**src/rtl/clk_divider_bank_if.sv**
```systemverilog
// Control/status bundle for clk_divider_bank: per-channel divisor, mode, load and enable
// inputs plus the divided outputs, tick and pending flags.
interface clk_divider_bank_if #(
  parameter int unsigned CHANNELS  = 4,
  parameter int unsigned CNT_WIDTH = 32
);

  logic [CHANNELS*CNT_WIDTH-1:0] div;
  logic [CHANNELS-1:0]           mode;
  logic [CHANNELS-1:0]           load;
  logic [CHANNELS-1:0]           en;
  logic [CHANNELS-1:0]           clk_out;
  logic [CHANNELS-1:0]           tick;
  logic [CHANNELS-1:0]           pending;

  modport master (
    output div,
    output mode,
    output load,
    output en,
    input  clk_out,
    input  tick,
    input  pending
  );

  modport slave (
    input  div,
    input  mode,
    input  load,
    input  en,
    output clk_out,
    output tick,
    output pending
  );

endinterface

```
**src/rtl/clk_divider_bank.sv**
```systemverilog
// Bank of independent programmable clock dividers (toggle or strobe output) with
// double-buffered divisor/mode updates applied only at a period boundary.
module clk_divider_bank #(
  parameter int unsigned CHANNELS  = 4,
  parameter int unsigned CNT_WIDTH = 32
) (
  input logic               clk,
  input logic               reset,
  clk_divider_bank_if.slave bus
);

  for (genvar c = 0; c < CHANNELS; c++) begin : g_chan
    logic [CNT_WIDTH-1:0] cnt_q, cnt_d;
    logic [CNT_WIDTH-1:0] act_div_q, act_div_d;
    logic                 act_mode_q, act_mode_d;
    logic [CNT_WIDTH-1:0] shd_div_q, shd_div_d;
    logic                 shd_mode_q, shd_mode_d;
    logic                 pending_q, pending_d;
    logic                 clk_out_q, clk_out_d;
    logic                 tick_q, tick_d;

    logic [CNT_WIDTH-1:0] in_div;
    logic                 in_mode;
    logic                 in_load;
    logic                 in_en;
    logic                 wrap;
    logic [CNT_WIDTH-1:0] next_div;
    logic                 next_mode;

    assign in_div  = bus.div[c*CNT_WIDTH +: CNT_WIDTH];
    assign in_mode = bus.mode[c];
    assign in_load = bus.load[c];
    assign in_en   = bus.en[c];

    // Equality is sufficient: act_div only changes on the wrap edge, so cnt never passes it.
    assign wrap = in_en && (cnt_q == act_div_q);

    // A load landing on the wrap edge bypasses the stale shadow and is applied directly.
    assign next_div  = in_load ? in_div  : shd_div_q;
    assign next_mode = in_load ? in_mode : shd_mode_q;

    always_comb begin
      cnt_d      = cnt_q;
      act_div_d  = act_div_q;
      act_mode_d = act_mode_q;
      shd_div_d  = shd_div_q;
      shd_mode_d = shd_mode_q;
      pending_d  = pending_q;
      clk_out_d  = clk_out_q;
      tick_d     = 1'b0;

      if (in_load) begin
        shd_div_d  = in_div;
        shd_mode_d = in_mode;
        pending_d  = 1'b1;
      end

      if (wrap) begin
        cnt_d      = '0;
        act_div_d  = next_div;
        act_mode_d = next_mode;
        pending_d  = 1'b0;
        tick_d     = 1'b1;
        clk_out_d  = next_mode ? 1'b1 : ~clk_out_q;
      end else if (in_en) begin
        cnt_d     = cnt_q + CNT_WIDTH'(1);
        clk_out_d = act_mode_q ? 1'b0 : clk_out_q;
      end
    end

    always_ff @(posedge clk or posedge reset) begin
      if (reset) begin
        cnt_q      <= '0;
        act_div_q  <= '0;
        act_mode_q <= 1'b0;
        shd_div_q  <= '0;
        shd_mode_q <= 1'b0;
        pending_q  <= 1'b0;
        clk_out_q  <= 1'b0;
        tick_q     <= 1'b0;
      end else begin
        cnt_q      <= cnt_d;
        act_div_q  <= act_div_d;
        act_mode_q <= act_mode_d;
        shd_div_q  <= shd_div_d;
        shd_mode_q <= shd_mode_d;
        pending_q  <= pending_d;
        clk_out_q  <= clk_out_d;
        tick_q     <= tick_d;
      end
    end

    assign bus.clk_out[c] = clk_out_q;
    assign bus.tick[c]    = tick_q;
    assign bus.pending[c] = pending_q;
  end

endmodule

```
**src/flat_wrapper.sv**
```systemverilog
// flat-port wrapper written by rule: the top's interface ports become plain ports
module clk_divider_bank_flat 
#(
  parameter int unsigned CHANNELS  = 4,
  parameter int unsigned CNT_WIDTH = 32
)
  (clk, reset, bus_div, bus_mode, bus_load, bus_en, bus_clk_out, bus_tick, bus_pending);
  clk_divider_bank_if #(.CHANNELS(CHANNELS), .CNT_WIDTH(CNT_WIDTH)) bus_i ();
  input logic clk;
  input logic reset;
  input wire logic [$bits(bus_i.div)-1:0] bus_div;
  input wire logic [$bits(bus_i.mode)-1:0] bus_mode;
  input wire logic [$bits(bus_i.load)-1:0] bus_load;
  input wire logic [$bits(bus_i.en)-1:0] bus_en;
  output wire logic [$bits(bus_i.clk_out)-1:0] bus_clk_out;
  output wire logic [$bits(bus_i.tick)-1:0] bus_tick;
  output wire logic [$bits(bus_i.pending)-1:0] bus_pending;
  assign bus_i.div = bus_div;
  assign bus_i.mode = bus_mode;
  assign bus_i.load = bus_load;
  assign bus_i.en = bus_en;
  assign bus_clk_out = bus_i.clk_out;
  assign bus_tick = bus_i.tick;
  assign bus_pending = bus_i.pending;
  clk_divider_bank #(.CHANNELS(CHANNELS), .CNT_WIDTH(CNT_WIDTH)) u_core (.clk(clk), .reset(reset), .bus(bus_i));
endmodule
```
**config.mk**
```make
export PLATFORM = sky130hd
export DESIGN_NAME = clk_divider_bank_flat
export DESIGN_NICKNAME = d
export VERILOG_FILES = /design/src/rtl/clk_divider_bank_if.sv /design/src/rtl/clk_divider_bank.sv /design/src/flat_wrapper.sv
export SDC_FILE = /design/constraint.sdc
export NUM_CORES = 1
export LEC_CHECK = 0
export BUFFER_PORTS_ARGS = -buffer_cell sky130_fd_sc_hd__buf_2
export CAP_MARGIN = 20
export CORE_ASPECT_RATIO = 0.5
export CORE_MARGIN = 1.5
export CORE_UTILIZATION = 60
export CTS_CLUSTER_DIAMETER = 150
export DETAILED_ROUTE_END_ITERATION = 16
export GPL_TIMING_DRIVEN = 0
export PLACE_DENSITY_LB_ADDON = 0.2
export SETUP_SLACK_MARGIN = 0.4
export SLEW_MARGIN = 15
export SYNTH_ARGS = -nofsm -noshare
export SYNTH_HDL_FRONTEND = slang
export SYNTH_SLANG_ARGS = --single-unit
```
**constraint.sdc**
```tcl
create_clock -name clk -period 18.6 [get_ports clk]
set_input_delay 5.58 -clock clk [delete_from_list [all_inputs] [get_ports clk]]
set_output_delay 5.58 -clock clk [all_outputs]
set_load 0.03 [all_outputs]
```
==> qor.csv <==
metric,value,unit
outcome,"complete, but fails checks",
failing checks,design-rule violations,
via count,11710,
"commonest cells after routing, fill and taps aside","404 x dfrtp_1, 256 x mux2_2, 167 x buf_2, 159 x xor2_1, 144 x nor2_1",
leakage,10.09,nW
initial core utilization,0.6192,
largest net degree at the start of global routing,124,
Pwr Density,106.4,mW/mm2
I/O pin total,154,
mapped cell area,0.01820,mm2
largest delay contributor family on the critical path,simple AND/OR/NAND/NOR gates,
RSZ-0062 raised after global routing,false,
Crit Path Class,in -> reg,
initial DRC count,752,
cell count after synthesis,1471,
Die Width,249.3,um
crit path cell chain,buf_2 -> inv_1 -> or4b_1 -> nor3_2 -> buf_6 -> buf_6 -> mux2_1,
count of pins over their slew limit,0,
endpoints failing setup,0,
grt ovf,0,
# fillers,2063,
f_max,141.8,MHz
gpl congestion,0.8951,
initial antenna violation count,1,
PnR worst setup slack,11550,ps
CTS max path bufs,3,
Worst Max-Slew Pin Slew,718.0,ps
"Area growth, synth to finish",14.20,%
fin cells,2081,
Most common cell on crit path,buf_6,
total CTS buffers,37,
total power,2.211,mW
total core area,0.02940,mm2
top_reg_cell synth,dfrtp_1,
Post-Place Cells,2012,
min-delay worst type,reg -> reg,
die area,0.03145,mm2
Clock Sinks,404,
crit path capture type,flop,
crit path max fanout,10,
Vias/cell,5.626,
Peak VDD IR,0.06195,mV
1st-pass router iterations,11,
# rows,44,
Unique masters post-synth,45,
post-DR wirelength/cell,18.06,um
Post-CTS Hold Buffers,0,
clock skew,12.35,ps
Startpoint Class,input port,
first-pass GRT wire length,63.09,mm
number of flops mapped to enable cells by yosys,0,
Ys Warns,0,
gr usage total,0.2483,
# resized after CTS,0,
DP Wirelength,26.70,mm
"most common cell after layout, fill and taps aside",dfrtp_1,
Slew headroom,0.5177,
Seq cells post-synth,404,
Root Driver,clkbuf_16,
share of cells above drive strength 1,0.3120,
Clock Latency Late Sink,530,ps
Final min period,7055,ps
post-synthesis async set-or-reset flop share,1.000,
total nets after synthesis,1617,
CP max stage cell,or4b_1,
register area share after synthesis,0.5554,
WL final,37.58,mm
# DRC,1,
clock transition at the registers of the reported paths,60,ps
Buffers on Ports,147,
CP Data Arrival Time,7460,ps
period utilization,0.3793,
CTS tree,built,
CP bufs+invs,4,
Critical Path RT,19010,ps
Layout Utilization,0.7071,
Worst path max stage delay,550,ps
htree depth,2,
Final Hold Viols,0,
pre-CTS WS,11000,ps
# nets final,1808,
# Post-CTS Setup Buffers,0,
Synth Area per Inst,12.37,um2
Final Hold Slack,492.1,ps
vias in the first global route,12370,
chip height,126.2,um
Max Cap Viol,0,
post-route ant nets,0,
[flip-flops by register name, indices dropped and copies added, names as in the netlist]
register,cells
u_core.g_chan.act_div_q,128
u_core.g_chan.pending_q,4
u_core.g_chan.tick_q,4
u_core.g_chan.act_mode_q,4
u_core.g_chan.shd_mode_q,4
u_core.g_chan.cnt_q,128
u_core.g_chan.clk_out_q,4
u_core.g_chan.shd_div_q,128
[cells in the mapped netlist, types with 4 or more instances]
cell type	count	area [um2]
and3_1	25	156.4
and4_1	17	148.9
buf_1	4	15.01
buf_2	20	100.1
buf_4	22	165.2
buf_6	5	56.30
clkbuf_1	28	105.1
dfrtp_1	404	10110
ha_1	4	50.05
inv_1	20	75.07
mux2_1	8	90.09
mux2_2	256	2883
nand2_1	46	172.7
nand2b_1	5	31.28
nand3_1	45	225.2
nand4_1	53	331.6
nor2_1	144	540.5
nor3_1	22	110.1
nor4_1	48	300.3
nor4b_1	4	35.03
o21ai_0	6	30.03
or3_1	4	25.02
or4_1	4	30.03
xnor2_1	87	762.0
xor2_1	159	1393
[metrics by stage]
stage / TNS (ps) / instance area (um2)
after floorplan: 0 / 18200
after global placement: -645190 / 19430
after detailed placement: 0 / 19520
after CTS: 0 / 20770
after global routing: 0 / 20790
final: 0 / 20790
[area by class of cell]
cell class / count / area [um2] / share of cell area
Inverter: 20 / 82.58 / 0.003973
Timing Repair Buffer: 152 / 830.8 / 0.03997
Clock buffer: 53 / 1129 / 0.05429
Sequential cell: 404 / 10110 / 0.4863
Buffer: 81 / 451.7 / 0.02173
Tap cell: 391 / 489.2 / 0.02353
Antenna cell: 1 / 2.502 / 0.0001204
Multi-Input combinational cell: 966 / 7566 / 0.3640
Clock inverter: 13 / 126.4 / 0.006079
[where the power goes]
part           switching [mW]  internal [mW]
logic                   0.183          0.173
registers              0.0866          0.988
clock network           0.329          0.452
[path summary, 6_finish.rpt]
kind / startpoint / end / slack [ps] / depth (start not counted)
worst max-delay path: bus_en[2] / u_core.g_chan[2].act_mode_q$_DFFE_PP0P_ / 11550 / 7
worst min-delay path: u_core.g_chan[3].shd_div_q[18]$_DFF_PP0_ / u_core.g_chan[3].shd_div_q[18]$_DFF_PP0_ / 490 / 1
max in group asynchronous: reset / u_core.g_chan[2].cnt_q[20]$_DFFE_PP0P_ / 12570 / 3
min in group asynchronous: reset / u_core.g_chan[2].act_div_q[22]$_DFFE_PP0P_ / 5090 / 2
worst min register to register: u_core.g_chan[3].shd_div_q[18]$_DFF_PP0_ / u_core.g_chan[3].shd_div_q[18]$_DFF_PP0_ / 490 / 1
worst max register to register: u_core.g_chan[3].cnt_q[21]$_DFFE_PP0P_ / u_core.g_chan[3].act_div_q[23]$_DFFE_PP0P_ / 15940 / 8
[logic make-up (layout without fill, tap and decap cells)]
| logic type | count (synthesis) | count (layout) | share of synthesized area |
|---|---|---|---|
| AND/OR/NAND/NOR | 430 | 430 | 0.1223 |
| flip-flops | 404 | 404 | 0.5554 |
| multiplexers | 265 | 265 | 0.1639 |
| XOR/XNOR | 246 | 246 | 0.1184 |
| buffers and inverters | 101 | 319 | 0.02894 |
| AO/OA/AOI/OAI | 21 | 21 | 0.008387 |
| adder cells (fa/ha/maj) | 4 | 4 | 0.002750 |
| other | 0 | 1 | 0 |
[metal layers]
layer	routed length, um	vias to the layer above	GRT usage
li1	-	5471	-
met1	16500	5895	0.3299
met2	18730	269	0.4272
met3	1487	72	0.03907
met4	858	0	0.07066
met5	0	-	0
No activity file was read; power rests on OpenSTA's default activity.
